==> src/rtl/multicycle_controller.sv <==
// Multicycle RV32I-subset control FSM: sequences FETCH/DECODE/execute/writeback with a memory ready handshake.
// Optional build macro ILLEGAL_TRAP_EN: unsupported opcodes trap (sticky illegal_instr) instead of acting as NOPs.
//
// state    | meaning
// FETCH    | read instruction at PC, PC+4 into PC and IR load when memory is ready
// DECODE   | compute branch target OldPC+imm, dispatch on opcode
// MEMADR   | rs1+imm address for lw/sw
// MEMREAD  | data read at ALUOut, held until memory is ready
// MEMWB    | load data written to rd
// MEMWRITE | data write at ALUOut, held until memory is ready
// EXECR    | rs1 op rs2
// EXECI    | rs1 op imm
// JAL      | PC <= jump target, OldPC+4 computed for rd
// ALUWB    | ALUOut written to rd
// BEQ      | rs1-rs2 compare, PC <= target when zero
// TRAP     | unsupported opcode, frozen until reset
module multicycle_controller #(
    parameter int unsigned STATE_W   = 4,
    parameter bit          MEM_FIXED = 1'b0
) (
    input  logic       clk_i,
    input  logic       rst_n_i,
    input  logic [6:0] op_i,
    input  logic [2:0] funct3_i,
    input  logic       funct7b5_i,
    input  logic       zero_i,
    input  logic       mem_ready_i,
    output logic       mem_req_o,
    output logic       PCWrite_o,
    output logic       AdrSrc_o,
    output logic       MemWrite_o,
    output logic       IRWrite_o,
    output logic [1:0] ResultSrc_o,
    output logic [1:0] ALUSrcA_o,
    output logic [1:0] ALUSrcB_o,
    output logic       RegWrite_o,
    output logic [1:0] ImmSrc_o,
    output logic [2:0] ALUControl_o,
    output logic       instr_done_o,
    output logic       illegal_instr_o
);

    localparam logic [6:0] OP_LW  = 7'b0000011;
    localparam logic [6:0] OP_SW  = 7'b0100011;
    localparam logic [6:0] OP_R   = 7'b0110011;
    localparam logic [6:0] OP_I   = 7'b0010011;
    localparam logic [6:0] OP_JAL = 7'b1101111;
    localparam logic [6:0] OP_BEQ = 7'b1100011;

    typedef enum logic [STATE_W-1:0] {
        S_FETCH, S_DECODE, S_MEMADR, S_MEMREAD, S_MEMWB, S_MEMWRITE,
        S_EXECR, S_EXECI, S_JAL, S_ALUWB, S_BEQ, S_TRAP
    } state_t;

    state_t     state_q, state_d;
    logic       mem_rdy;
    logic       op_ok;
    logic [1:0] alu_op;

    assign mem_rdy = MEM_FIXED ? 1'b1 : mem_ready_i;

    always_comb begin
        case (op_i)
            OP_LW, OP_SW, OP_R, OP_I, OP_JAL, OP_BEQ: op_ok = 1'b1;
            default:                                  op_ok = 1'b0;
        endcase
    end

    always_comb begin
        state_d = state_q;
        case (state_q)
            S_FETCH:    if (mem_rdy) state_d = S_DECODE;
            S_DECODE: begin
                case (op_i)
                    OP_LW, OP_SW: state_d = S_MEMADR;
                    OP_R:         state_d = S_EXECR;
                    OP_I:         state_d = S_EXECI;
                    OP_JAL:       state_d = S_JAL;
                    OP_BEQ:       state_d = S_BEQ;
`ifdef ILLEGAL_TRAP_EN
                    default:      state_d = S_TRAP;
`else
                    default:      state_d = S_FETCH;
`endif
                endcase
            end
            S_MEMADR:   state_d = op_i[5] ? S_MEMWRITE : S_MEMREAD;
            S_MEMREAD:  if (mem_rdy) state_d = S_MEMWB;
            S_MEMWRITE: if (mem_rdy) state_d = S_FETCH;
            S_EXECR, S_EXECI, S_JAL: state_d = S_ALUWB;
            S_MEMWB, S_ALUWB, S_BEQ: state_d = S_FETCH;
            S_TRAP:     state_d = S_TRAP;
            default:    state_d = S_FETCH;
        endcase
    end

    always_ff @(posedge clk_i or negedge rst_n_i) begin
        if (!rst_n_i) state_q <= S_FETCH;
        else          state_q <= state_d;
    end

`ifdef ILLEGAL_TRAP_EN
    logic illegal_q, illegal_d;

    assign illegal_d = illegal_q | ((state_q == S_DECODE) && !op_ok);

    always_ff @(posedge clk_i or negedge rst_n_i) begin
        if (!rst_n_i) illegal_q <= 1'b0;
        else          illegal_q <= illegal_d;
    end

    assign illegal_instr_o = illegal_q;
`else
    assign illegal_instr_o = 1'b0;
`endif

    always_comb begin
        mem_req_o    = 1'b0;
        PCWrite_o    = 1'b0;
        AdrSrc_o     = 1'b0;
        MemWrite_o   = 1'b0;
        IRWrite_o    = 1'b0;
        ResultSrc_o  = 2'b00;
        ALUSrcA_o    = 2'b00;
        ALUSrcB_o    = 2'b00;
        RegWrite_o   = 1'b0;
        instr_done_o = 1'b0;
        alu_op       = 2'b00;
        case (state_q)
            S_FETCH: begin
                mem_req_o   = 1'b1;
                ALUSrcB_o   = 2'b10;
                ResultSrc_o = 2'b10;
                IRWrite_o   = mem_rdy;
                PCWrite_o   = mem_rdy;
            end
            S_DECODE: begin
                ALUSrcA_o = 2'b01;
                ALUSrcB_o = 2'b01;
`ifndef ILLEGAL_TRAP_EN
                instr_done_o = !op_ok;
`endif
            end
            S_MEMADR: begin
                ALUSrcA_o = 2'b10;
                ALUSrcB_o = 2'b01;
            end
            S_MEMREAD: begin
                mem_req_o = 1'b1;
                AdrSrc_o  = 1'b1;
            end
            S_MEMWB: begin
                ResultSrc_o  = 2'b01;
                RegWrite_o   = 1'b1;
                instr_done_o = 1'b1;
            end
            S_MEMWRITE: begin
                mem_req_o    = 1'b1;
                AdrSrc_o     = 1'b1;
                MemWrite_o   = 1'b1;
                instr_done_o = mem_rdy;
            end
            S_EXECR: begin
                ALUSrcA_o = 2'b10;
                alu_op    = 2'b10;
            end
            S_EXECI: begin
                ALUSrcA_o = 2'b10;
                ALUSrcB_o = 2'b01;
                alu_op    = 2'b10;
            end
            S_JAL: begin
                ALUSrcA_o = 2'b01;
                ALUSrcB_o = 2'b10;
                PCWrite_o = 1'b1;
            end
            S_ALUWB: begin
                RegWrite_o   = 1'b1;
                instr_done_o = 1'b1;
            end
            S_BEQ: begin
                ALUSrcA_o    = 2'b10;
                alu_op       = 2'b01;
                PCWrite_o    = zero_i;
                instr_done_o = 1'b1;
            end
            default: ;
        endcase
        // reset kills every strobe even though the state already reads FETCH
        if (!rst_n_i) begin
            mem_req_o    = 1'b0;
            PCWrite_o    = 1'b0;
            MemWrite_o   = 1'b0;
            IRWrite_o    = 1'b0;
            RegWrite_o   = 1'b0;
            instr_done_o = 1'b0;
        end
    end

    always_comb begin
        case (alu_op)
            2'b01: ALUControl_o = 3'b001;
            2'b10: begin
                case (funct3_i)
                    3'b000:  ALUControl_o = (op_i[5] & funct7b5_i) ? 3'b001 : 3'b000;
                    3'b010:  ALUControl_o = 3'b101;
                    3'b110:  ALUControl_o = 3'b011;
                    3'b111:  ALUControl_o = 3'b010;
                    default: ALUControl_o = 3'b000;
                endcase
            end
            default: ALUControl_o = 3'b000;
        endcase
    end

    always_comb begin
        case (op_i)
            OP_SW:   ImmSrc_o = 2'b01;
            OP_BEQ:  ImmSrc_o = 2'b10;
            OP_JAL:  ImmSrc_o = 2'b11;
            default: ImmSrc_o = 2'b00;
        endcase
    end

endmodule

==> config.mk <==
export PLATFORM = sky130hd
export DESIGN_NAME = multicycle_controller
export DESIGN_NICKNAME = d
export VERILOG_FILES = /design/src/rtl/multicycle_controller.sv
export SDC_FILE = /design/constraint.sdc
export NUM_CORES = 1
export LEC_CHECK = 0
export CAP_MARGIN = 10
export CORE_AREA = 4 4 47 49
export CTS_CLUSTER_DIAMETER = 200
export CTS_CLUSTER_SIZE = 25
export DETAILED_ROUTE_END_ITERATION = 8
export DIE_AREA = 0 0 51 53
export GPL_ROUTABILITY_DRIVEN = 0
export PLACE_DENSITY = 0.8
export SYNTH_ARGS = -nofsm -noshare
export SYNTH_HDL_FRONTEND = slang
export SYNTH_SLANG_ARGS = --single-unit
==> constraint.sdc <==
create_clock -name clk_i -period 5.4 [get_ports clk_i]
set_input_delay 1.08 -clock clk_i [delete_from_list [all_inputs] [get_ports clk_i]]
set_output_delay 1.08 -clock clk_i [all_outputs]
set_load 0.03 [all_outputs]
==> flow_metrics.env <==
export IMPL_p_leak_nw=0.433
export IMPL_syn_num_nets=116
export IMPL_yosysWarnings=0
export IMPL_hold_violations=0
export IMPL_internal_power_uw=176
export IMPL_num_rows=16
export IMPL_ys_types=47
export IMPL_ys_seq_elements=4
export IMPL_wl_per_cell_um=13.2
export IMPL_irDropWorstVdd_uv=210
export IMPL_cts_resized=0
export IMPL_drive_above_1_share_pct=9.60
export IMPL_finalNonFillerCells=152
export IMPL_cts_tree="built"
export IMPL_end_kind="output pin"
export IMPL_tns_ps=0
export IMPL_regMostFlops="state_q"
export IMPL_final_common_cell="clkdlybuf4s50_1"
export IMPL_routed_wl_mm=2.01
export IMPL_r2r_cells=3
export IMPL_path_class="in2out"
export IMPL_post_place_ws_ps=1330
export IMPL_setup_slack_ps=1320
export IMPL_async_reset_ff_share_pct=100
export IMPL_io_pins=34
export IMPL_cts_sinks=4
export IMPL_vias_per_cell=5.42
export IMPL_top_regs="state_q (4)"
export IMPL_startpoint="op_i[2]"
export IMPL_core_area_mm2=0.00186
export IMPL_switching_power_uw=174
export IMPL_cts_clk_slew_worst_paths_ps=40
export IMPL_final_cell_mix="32 x clkdlybuf4s50_1, 6 x a21oi_1, 6 x nor2b_1, 6 x nand2b_1"
export IMPL_synth_ff_type="dfrtp_1"
export IMPL_drt_initial_drc_count=8
export IMPL_r2r_end="state_q[0]"
export IMPL_grt_max_degree=27
export IMPL_die_area_mm2=0.00270
export IMPL_syn_avg_cell_area_um2=7.95
export IMPL_syn_area_um2=787
export IMPL_worst_clock_skew_ps=8.14
export IMPL_nNetsFinal=144
export IMPL_power_per_cell_area_mw_per_mm2=318
export IMPL_largest_register_ffs=4
export IMPL_port_buffer_count=32
export IMPL_syn_instance_count=99
export IMPL_grt_ovfl_total=0
export IMPL_drv_slew=0
export IMPL_crit_required_ps=4320
export IMPL_max_slew_margin_rel_pct=48.2
export IMPL_seq_area_frac_synth_pct=12.7
export IMPL_ff2ff_setup_slack_ps=3730
export IMPL_dieHeight_um=53
export IMPL_grt_pass1_vias=798
export IMPL_setup_viol=0
export IMPL_grt_first_pass_wirelength_mm=3.42
export IMPL_hold_class="reg2reg"
export IMPL_clock_path_buffers=2
export IMPL_drc=0
export IMPL_combPwrFrac_pct=68.2
export IMPL_clock_power_share_pct=11.3
export IMPL_hold_buffers=0
export IMPL_initial_core_util_pct=42.3
export IMPL_start_kind="input port"
export IMPL_antenna_found_initial=0
export IMPL_maxCapViolations=0
export IMPL_worst_ep_arrival_time_ps=3000
export IMPL_rsz0062_at_grt="no"
export IMPL_pwr_share_seq_pct=20.5
export IMPL_synth_edf_count=0
export IMPL_cts_max_level=1
export IMPL_numCtsBuffers=3
export IMPL_tightestPinTransition_ps=777
export IMPL_min_from="state_q[0]"
export IMPL_fmax_mhz=245
export IMPL_dieWidth_um=51
export IMPL_hold_slack_ps=1010
export IMPL_reg2reg_from="state_q[0]"
export IMPL_grt_use_total_pct=16.0
export IMPL_endpoint="instr_done_o"
export IMPL_syn_to_final_growth_pct=39.9
export IMPL_swShare_pct=49.6
export IMPL_min_period_ps=4080
export IMPL_dpl_cell_count=149
export IMPL_cts_setup_buffers=0
export IMPL_hold_path_cell_count=2
export IMPL_insertion_delay_ps=250
export IMPL_fill_cells=168
export IMPL_status="finished, final reports clean"
export IMPL_antennaDiodeCount=0
export IMPL_first_pass_iters=4
export IMPL_hpwlAfterDp_mm=1.50
export IMPL_final_antenna_net_count=0
export IMPL_clock_tree_root_cell="clkbuf_4"
export IMPL_post_route_period_util_pct=75.6
export IMPL_worstPathMaxFanout=4
export IMPL_vias=824
metal layers:
layer | vias to the layer above | routed length [um] | global-route usage, %
met5 | - | 0 | 0
met4 | 0 | 21 | 4.93
met3 | 3 | 65 | 2.82
met2 | 12 | 1030 | 29.4
met1 | 386 | 892 | 18.6
li1 | 423 | - | -
per-stage QoR:
step                area, um^2  total power, mW  util, %
floorplan                  787            0.235        -
global placement          1080            0.307     57.9
detailed placement        1080            0.311     57.9
CTS                       1100            0.352     59.1
global route              1100            0.376     59.1
finish                    1100            0.350     59.1
critical path, cell delays in order:
cell and delay (ps):
clkdlybuf4s50_1 480, nor4bb_1 420, a21boi_0 310, o31ai_1 90, clkdlybuf4s50_1 610
Yosys cell counts (3+ instances only):
cell | number | area share (%)
buf_2 | 5 | 3.2
nor4bb_1 | 3 | 3.8
a21oi_1 | 6 | 3.8
nand2_1 | 4 | 1.9
nand2b_1 | 6 | 4.8
nor2_1 | 4 | 1.9
nor2b_1 | 6 | 4.8
dfrtp_1 | 4 | 13
and3_1 | 4 | 3.2
xnor2_1 | 3 | 3.3
nand3_1 | 3 | 1.9
kinds of logic after synthesis:
| family | synth area share [%] |
|---|---|
| adders and majority gates | 3.18 |
| and+or+nand+nor | 49.8 |
| buffers and inverters | 9.86 |
| muxes | 2.54 |
| DFF | 12.7 |
| xor gates and xnor gates | 3.34 |
| other | 0.476 |
| AOI/OAI and AO/OA | 18.1 |
worst min path at each step:
stage,to,slack (ps)
after CTS,state_q[1],1010
after global placement,state_q[3],960
final,state_q[1],1010
after floorplan,state_q[1],580
after detailed placement,state_q[1],990
after global routing,state_q[3],1100
power groups by stage:
| stage | logic (mW) | registers [mW] | clock network (mW) |
|---|---|---|---|
| final | 0.239 | 0.0719 | 0.0395 |
| after global routing | 0.259 | 0.0767 | 0.0407 |
| after CTS | 0.240 | 0.0715 | 0.0399 |
| after detailed placement | 0.239 | 0.0719 | 0 |
| after global placement | 0.236 | 0.0712 | 0 |
| after floorplan | 0.194 | 0.0415 | 0 |
layout make-up:
type	count	area, um^2	area share, %
Timing Repair Buffer	32	320	29.1
Tap cell	27	33.8	3.07
Multi-Input combinational cell	82	609	55.3
Inverter	4	15.0	1.36
Sequential cell	4	100	9.09
Clock buffer	3	22.5	2.05
No activity file was read; power rests on OpenSTA's default activity.
